$ cat config.mk
export PLATFORM = sky130hd
export DESIGN_NAME = vape_exec_ctrl_flat
export DESIGN_NICKNAME = d
export VERILOG_FILES = /design/src/rtl/vape_pkg.sv /design/src/rtl/vape_exec_ctrl_if.sv /design/src/rtl/vape_region_check.sv /design/src/rtl/vape_exec_ctrl.sv /design/src/flat_wrapper.sv
export SDC_FILE = /design/constraint.sdc
export NUM_CORES = 1
export LEC_CHECK = 0
export ABC_AREA = 0
export CAP_MARGIN = 25
export CORE_MARGIN = 4
export CORE_UTILIZATION = 30
export CTS_BUF_LIST = sky130_fd_sc_hd__clkbuf_16
export CTS_CLUSTER_SIZE = 20
export DETAILED_ROUTE_END_ITERATION = 6
export GPL_TIMING_DRIVEN = 0
export MAX_ROUTING_LAYER = met4
export SLEW_MARGIN = 20
export SYNTH_ARGS = -nofsm -noshare
export SYNTH_HDL_FRONTEND = slang
export SYNTH_SLANG_ARGS = --single-unit
$ cat constraint.sdc
create_clock -name clk -period 2.8 [get_ports clk]
set_clock_uncertainty 0.2 [all_clocks]
set_input_delay 0.42 -clock clk [delete_from_list [all_inputs] [get_ports clk]]
set_output_delay 0.42 -clock clk [all_outputs]
set_load 0.005 [all_outputs]
$ cat src/rtl/vape_pkg.sv
// Shared types and constants for the VAPE execution controller: states, cfg_sel codes, bound reset values.
package vape_pkg;

  localparam int unsigned VAPE_ADDR_W = 16;

  typedef enum logic [2:0] {
    ST_CONFIG = 3'd0,
    ST_ARMED  = 3'd1,
    ST_RUN    = 3'd2,
    ST_DONE   = 3'd3,
    ST_FAULT  = 3'd4
  } vape_state_t;

  localparam logic [1:0] VAPE_SEL_ER_MIN   = 2'd0;
  localparam logic [1:0] VAPE_SEL_ER_MAX   = 2'd1;
  localparam logic [1:0] VAPE_SEL_META_MIN = 2'd2;
  localparam logic [1:0] VAPE_SEL_META_MAX = 2'd3;

  localparam logic [VAPE_ADDR_W-1:0] VAPE_RST_ER_MIN   = 16'hFFFF;
  localparam logic [VAPE_ADDR_W-1:0] VAPE_RST_ER_MAX   = 16'h0000;
  localparam logic [VAPE_ADDR_W-1:0] VAPE_RST_META_MIN = 16'hFFFF;
  localparam logic [VAPE_ADDR_W-1:0] VAPE_RST_META_MAX = 16'h0000;

  typedef struct packed {
    logic [VAPE_ADDR_W-1:0] er_min;
    logic [VAPE_ADDR_W-1:0] er_max;
    logic [VAPE_ADDR_W-1:0] meta_min;
    logic [VAPE_ADDR_W-1:0] meta_max;
  } vape_bounds_t;

  // Reset bounds are deliberately inverted so an unconfigured arm faults.
  localparam vape_bounds_t VAPE_BOUNDS_RST = '{
    er_min:   VAPE_RST_ER_MIN,
    er_max:   VAPE_RST_ER_MAX,
    meta_min: VAPE_RST_META_MIN,
    meta_max: VAPE_RST_META_MAX
  };

endpackage

$ cat src/rtl/vape_exec_ctrl_if.sv
// Config, monitor and status signals between the VAPE execution controller and its surroundings.
interface vape_exec_ctrl_if #(
  parameter int unsigned CNT_W = 16
) ();
  import vape_pkg::*;

  logic                   cfg_valid;
  logic                   cfg_ready;
  logic [1:0]             cfg_sel;
  logic [VAPE_ADDR_W-1:0] cfg_data;
  logic                   arm;
  logic                   clr;
  logic [VAPE_ADDR_W-1:0] pc;
  logic                   exec_in;
  logic [VAPE_ADDR_W-1:0] er_min;
  logic [VAPE_ADDR_W-1:0] er_max;
  logic [VAPE_ADDR_W-1:0] meta_min;
  logic [VAPE_ADDR_W-1:0] meta_max;
  logic [2:0]             state_o;
  logic                   done;
  logic                   fault;
  logic [CNT_W-1:0]       run_cycles;

  modport master (
    output cfg_valid, cfg_sel, cfg_data, arm, clr, pc, exec_in,
    input  cfg_ready, er_min, er_max, meta_min, meta_max, state_o, done, fault, run_cycles
  );

  modport slave (
    input  cfg_valid, cfg_sel, cfg_data, arm, clr, pc, exec_in,
    output cfg_ready, er_min, er_max, meta_min, meta_max, state_o, done, fault, run_cycles
  );

endinterface

$ cat src/rtl/vape_region_check.sv
// Config validity: both ranges ordered and the META range disjoint from the ER range.
module vape_region_check
  import vape_pkg::*;
(
  input  logic [VAPE_ADDR_W-1:0] er_min,
  input  logic [VAPE_ADDR_W-1:0] er_max,
  input  logic [VAPE_ADDR_W-1:0] meta_min,
  input  logic [VAPE_ADDR_W-1:0] meta_max,
  output logic                   valid
);

  assign valid = (er_min <= er_max) && (meta_min <= meta_max) &&
                 ((meta_max < er_min) || (meta_min > er_max));

endmodule

$ cat src/rtl/vape_exec_ctrl.sv
// VAPE execution controller: owns the ER/META bounds, locks them for one run and reports DONE/FAULT.
// Optional run timeout enabled by defining VAPE_EXEC_CTRL_TIMEOUT_EN.
module vape_exec_ctrl
  import vape_pkg::*;
#(
  parameter int unsigned CNT_W      = 16,
  parameter int unsigned MAX_CYCLES = 32'h0000_FFFF
) (
  input logic             clk,
  input logic             rst_n,
  vape_exec_ctrl_if.slave bus
);

  localparam logic [CNT_W-1:0] CNT_ONE = CNT_W'(1);
  localparam logic [CNT_W-1:0] CNT_SAT = '1;

  vape_state_t      state_q, state_n;
  vape_bounds_t     bnd_q, bnd_n;
  logic [CNT_W-1:0] rc_q, rc_n;
  logic             done_q, fault_q;
  logic             cfg_ok;
  logic             in_er;
  logic             first_cyc;
  logic             timeout;

  vape_region_check u_region_check (
    .er_min   (bnd_q.er_min),
    .er_max   (bnd_q.er_max),
    .meta_min (bnd_q.meta_min),
    .meta_max (bnd_q.meta_max),
    .valid    (cfg_ok)
  );

`ifdef VAPE_EXEC_CTRL_TIMEOUT_EN
  assign timeout = (rc_q == CNT_W'(MAX_CYCLES));
`else
  logic unused_max_cycles;
  assign unused_max_cycles = ^MAX_CYCLES;
  assign timeout = 1'b0;
`endif

  assign in_er     = (bus.pc >= bnd_q.er_min) && (bus.pc <= bnd_q.er_max);
  // Counter reads 1 only in the first RUN cycle, while monitor output is still stale.
  assign first_cyc = (rc_q == CNT_ONE);

  assign bus.cfg_ready = (state_q == ST_CONFIG) && !bus.arm;

  // Next-state, bound and counter update.
  always_comb begin
    state_n = state_q;
    bnd_n   = bnd_q;
    rc_n    = rc_q;
    case (state_q)
      ST_CONFIG: begin
        if (bus.clr) begin
          bnd_n = VAPE_BOUNDS_RST;
        end else if (bus.arm) begin
          state_n = cfg_ok ? ST_ARMED : ST_FAULT;
        end else if (bus.cfg_valid) begin
          case (bus.cfg_sel)
            VAPE_SEL_ER_MIN:   bnd_n.er_min   = bus.cfg_data;
            VAPE_SEL_ER_MAX:   bnd_n.er_max   = bus.cfg_data;
            VAPE_SEL_META_MIN: bnd_n.meta_min = bus.cfg_data;
            VAPE_SEL_META_MAX: bnd_n.meta_max = bus.cfg_data;
          endcase
        end
      end
      ST_ARMED: begin
        if (bus.clr) begin
          state_n = ST_CONFIG;
        end else if (bus.pc == bnd_q.er_min) begin
          state_n = ST_RUN;
          rc_n    = CNT_ONE;
        end
      end
      ST_RUN: begin
        if (bus.pc == bnd_q.er_max) begin
          state_n = ST_DONE;
        end else if (!in_er) begin
          state_n = ST_FAULT;
        end else if (!first_cyc && !bus.exec_in) begin
          state_n = ST_FAULT;
        end else if (timeout) begin
          state_n = ST_FAULT;
        end else if (rc_q != CNT_SAT) begin
          rc_n = rc_q + CNT_ONE;
        end
      end
      ST_DONE, ST_FAULT: begin
        if (bus.clr) begin
          state_n = ST_CONFIG;
          rc_n    = '0;
        end
      end
      default: begin
        state_n = ST_CONFIG;
        rc_n    = '0;
      end
    endcase
  end

  always_ff @(posedge clk) begin
    if (!rst_n) begin
      state_q <= ST_CONFIG;
      bnd_q   <= VAPE_BOUNDS_RST;
      rc_q    <= '0;
      done_q  <= 1'b0;
      fault_q <= 1'b0;
    end else begin
      state_q <= state_n;
      bnd_q   <= bnd_n;
      rc_q    <= rc_n;
      done_q  <= (state_n == ST_DONE);
      fault_q <= (state_n == ST_FAULT);
    end
  end

  assign bus.er_min     = bnd_q.er_min;
  assign bus.er_max     = bnd_q.er_max;
  assign bus.meta_min   = bnd_q.meta_min;
  assign bus.meta_max   = bnd_q.meta_max;
  assign bus.state_o    = state_q;
  assign bus.done       = done_q;
  assign bus.fault      = fault_q;
  assign bus.run_cycles = rc_q;

endmodule

$ cat src/flat_wrapper.sv
// flat-port wrapper written by rule: the top's interface ports become plain ports
module vape_exec_ctrl_flat import vape_pkg::*;
#(
  parameter int unsigned CNT_W      = 16,
  parameter int unsigned MAX_CYCLES = 32'h0000_FFFF
)
  (clk, rst_n, bus_cfg_valid, bus_cfg_sel, bus_cfg_data, bus_arm, bus_clr, bus_pc, bus_exec_in, bus_cfg_ready, bus_er_min, bus_er_max, bus_meta_min, bus_meta_max, bus_state_o, bus_done, bus_fault, bus_run_cycles);
  vape_exec_ctrl_if #(.CNT_W(CNT_W)) bus_i ();
  input logic clk;
  input logic rst_n;
  input wire logic [$bits(bus_i.cfg_valid)-1:0] bus_cfg_valid;
  input wire logic [$bits(bus_i.cfg_sel)-1:0] bus_cfg_sel;
  input wire logic [$bits(bus_i.cfg_data)-1:0] bus_cfg_data;
  input wire logic [$bits(bus_i.arm)-1:0] bus_arm;
  input wire logic [$bits(bus_i.clr)-1:0] bus_clr;
  input wire logic [$bits(bus_i.pc)-1:0] bus_pc;
  input wire logic [$bits(bus_i.exec_in)-1:0] bus_exec_in;
  output wire logic [$bits(bus_i.cfg_ready)-1:0] bus_cfg_ready;
  output wire logic [$bits(bus_i.er_min)-1:0] bus_er_min;
  output wire logic [$bits(bus_i.er_max)-1:0] bus_er_max;
  output wire logic [$bits(bus_i.meta_min)-1:0] bus_meta_min;
  output wire logic [$bits(bus_i.meta_max)-1:0] bus_meta_max;
  output wire logic [$bits(bus_i.state_o)-1:0] bus_state_o;
  output wire logic [$bits(bus_i.done)-1:0] bus_done;
  output wire logic [$bits(bus_i.fault)-1:0] bus_fault;
  output wire logic [$bits(bus_i.run_cycles)-1:0] bus_run_cycles;
  assign bus_i.cfg_valid = bus_cfg_valid;
  assign bus_i.cfg_sel = bus_cfg_sel;
  assign bus_i.cfg_data = bus_cfg_data;
  assign bus_i.arm = bus_arm;
  assign bus_i.clr = bus_clr;
  assign bus_i.pc = bus_pc;
  assign bus_i.exec_in = bus_exec_in;
  assign bus_cfg_ready = bus_i.cfg_ready;
  assign bus_er_min = bus_i.er_min;
  assign bus_er_max = bus_i.er_max;
  assign bus_meta_min = bus_i.meta_min;
  assign bus_meta_max = bus_i.meta_max;
  assign bus_state_o = bus_i.state_o;
  assign bus_done = bus_i.done;
  assign bus_fault = bus_i.fault;
  assign bus_run_cycles = bus_i.run_cycles;
  vape_exec_ctrl #(.CNT_W(CNT_W), .MAX_CYCLES(MAX_CYCLES)) u_core (.clk(clk), .rst_n(rst_n), .bus(bus_i));
endmodule
==> impl_results.md <==
* Layout cells sized above 1 at 0.166
* Grt ovf at 0
* Final core utilization at 0.432
* Num CTS Buffers at 9
* Synth Area per Inst at around 8.5 um^2
* Status: complete, but fails checks
* Top cell by count, worst path: a211oi_2
* Fin nets at 1002
* Residual DRC at 0
* Worst path max stage delay at roughly 0.47 ns
* Pwr Density at slightly above 400 nW/um^2
* Most frequent cells after synthesis: ha_1 (97), dfxtp_1 (85), nand2_1 (69)
* Switching share of power at 0.315
* Vias in the first global route at 5644
* R2R Setup Slk at -0.20 ns
* Post-synthesis register bit count at 85
* H-tree depth at 3
* Netlist cell types at 54
* Via Count at around 5.8k
* Pin count of the biggest net entering global routing at 14
* Leakage at around 3.4 nW
* Worst EP required at roughly 2.8 ns
* Slew headroom at 0.504
* Fmax at around 330 MHz
* Sequential area share after synthesis at 0.288
* CP Data Arrival Time at 3.04 ns
* VDD IR-drop max at about 0.29 mV
* Failing checks: setup timing
* Placer Congestion at 0.919
* P_int at approximately 2.3 mW
* Final Power at between 3 and 4 mW
* Syn_nets at roughly 830
* Endpoints failing setup at 13
* Width of the die at 148 um
* First-pass GRT wire length at 32.3 mm
* Yosys top cell by area: dfxtp_1
* Sequential power share at 0.398
* 1st-iter DRT viols at 354
* GRT Total Usage at 0.192
* Final min period at ~3 ns
* Antenna violations before repair at 1
* Main area contributors after synthesis: dfxtp_1 (29%), ha_1 (21%), nor2b_1 (5.8%)
* Final ANT Viol Nets at 0
* Number of enable flip-flop cells after synthesis at 0
* Yosys warning total at 0
* Clock Tree Buf Depth at 2
* Most frequent cell after synthesis: ha_1
* Routed WL at 20.9 mm
* TritonRoute pass-1 iters at 5
* Clock Latency Late Sink at between 0.3 and 0.4 ns
* Top_reg_cell synth: dfxtp_1
* Die area at 22000 um^2
* Maxcap violations at 0
* Final hold vios at 0
* Via/cell ratio at between 5 and 6
* Root Buffer: clkbuf_16
* FILL cells at 1996
* Core Region at just under 20000 um^2
* Clock transition at path regs at approximately 0.07 ns
* Mapped Area at between 5000 and 6000 um^2
* Synth top area share at 0.288
* Unrepaired setup endpoints after global routing: true
* Fin worst setup slack at -0.212 ns
* Starting Density at 0.305
* I/O Pins at approximately 130
* Routed WL per cell at 18.4 um
* CP Class: input pin to flop
* Comb pwr share at 0.281
* Die Span Y at 148 um
* Hold Path Class: flop to flop
* Switching power total at about 1.1 mW
* Mapped Cells at 696
* Syn-to-layout area delta at 41.8%
* Num rows at slightly above 50
* Final Slew Violations at 0
* Part of the cycle the worst path needs at 1.08
* Async set-reset flop share out of synthesis at 0
* Nature of the critical path endpoint: flop
* CTS tree: yes
* Crit Path Max Fanout at 7
* CP Launch Type: input pin
* Dpl hpwl at ~16 mm
* CP max-delay cell: or3_4
* Worst-path cell chain: dlygate4sd2_1 > ha_4 > nand4_1 > nor4_4 > a211oi_2 > a311o_1 > or3_4 > a211oi_2 > mux2_1
* Clock power share at 0.321
* Worst Max-Slew Pin Slew at around 0.74 ns
* Number of sinks on the clock net at 85
* Port Buf Inserts at between 100 and 150
per-stage QoR:
step / setup TNS, ns / instances / instance area [um^2] / setup WS [ns] / hold slack [ns]
6_report: -1.96 / 1136 / 8380 / -0.212 / 0.336
5_1_grt: -2.79 / 1136 / 8380 / -0.288 / 0.363
4_1_cts: -2.13 / 1129 / 8160 / -0.233 / 0.323
3_5_place_dp: -29.10 / 1085 / 7520 / -0.992 / 0.313
3_3_place_gp: -28.30 / 1085 / 7520 / -0.989 / 0.307
2_1_floorplan: -2.50 / 696 / 5950 / -0.273 / 0.289
power by group through the flow:
stage               Sequential (mW)  Clock, mW  Combinational, mW
floorplan                      1.36          0              0.469
finish                         1.35       1.09              0.954
detailed placement             1.39          0              0.836
global route                   1.36       1.15               1.07
global placement               1.39          0              0.822
CTS                            1.35       1.11              0.910
cells in the final DEF, fill, tap and decap left out, types with 13 or more instances in the layout:
cell             instances
a21oi_1                 41
buf_4                   35
clkbuf_1                23
clkdlybuf4s50_1        108
dfxtp_1                 58
dfxtp_2                 17
dlygate4sd2_1           15
ha_1                    84
ha_4                    13
inv_1                   41
inv_2                   16
mux2i_1                 33
nand2_1                 69
nand3_1                 20
nand4_1                 23
nor2_1                  33
nor2b_1                 54
o211ai_1                35
o21ai_0                 14
layout make-up:
class / instances / area (um^2) / area share
antenna: 1 / 2.50 / 0.000299
buffer: 30 / 136 / 0.0163
clock buffer: 9 / 225 / 0.0269
clock inverter: 7 / 33.8 / 0.00403
inverter: 59 / 229 / 0.0273
multi-input combinational: 521 / 4170 / 0.497
sequential: 85 / 1760 / 0.210
tap: 265 / 332 / 0.0396
timing repair buffer: 159 / 1500 / 0.179
worst paths after layout:
check | startpoint | endpoint | cells after the start
worst max-delay path | bus_pc[3] | u_core.bus.run_cycles[7] | 9
worst min-delay path | u_core.bus.meta_min[6] | u_core.bus.meta_min[6] | 2
worst max register to register | u_core.bus.er_max[14] | u_core.bus.run_cycles[7] | 8
worst min register to register | u_core.bus.meta_min[6] | u_core.bus.meta_min[6] | 2
flip-flops by register name, indices dropped and copies added (netlist names):
signal,cells
u_core.bus.er_max,16
u_core.bus.er_min,16
u_core.bus.meta_max,16
u_core.bus.meta_min,16
u_core.bus.run_cycles,16
u_core.bus.state_o,3
u_core.bus.done,1
u_core.bus.fault,1
logic make-up after synthesis:
group,count (synthesis),synth area share
AND/OR/NAND/NOR,236,0.209
buffers and inverters,90,0.0588
multiplexers,34,0.0578
AO/OA/AOI/OAI,151,0.177
adder cells (fa/ha/maj),97,0.205
XOR/XNOR,3,0.00445
flip-flops,85,0.288
routing by layer:
layer | up-vias | track usage | share of wire | wire, um
li1 | 2883 | - | - | -
met2 | 157 | 0.300 | 0.45 | 9510
met4 | 0 | 0.0536 | 0.018 | 373
met5 | - | - | 0 | 0
met1 | 2738 | 0.257 | 0.48 | 9940
met3 | 21 | 0.0360 | 0.052 | 1090
timing repair:
action / CTS / global route
endpoints found under the setup margin: 30 / 60
setup buffers: 28 / 6
pin swaps: 17 / 10
hold buffers: 0 / 0
resized for setup: 81 / 43
gates cloned: 0 / 1
critical path: cells and delay by family:
family | cells | cell delay [ns]
adder cells (fa/ha/maj) | 1 | 0.30
multiplexers | 1 | 0.33
AO/OA/AOI/OAI | 3 | 0.66
buffers and inverters | 1 | 0.30
AND/OR/NAND/NOR | 3 | 1.02
No activity file was read; power rests on OpenSTA's default activity.
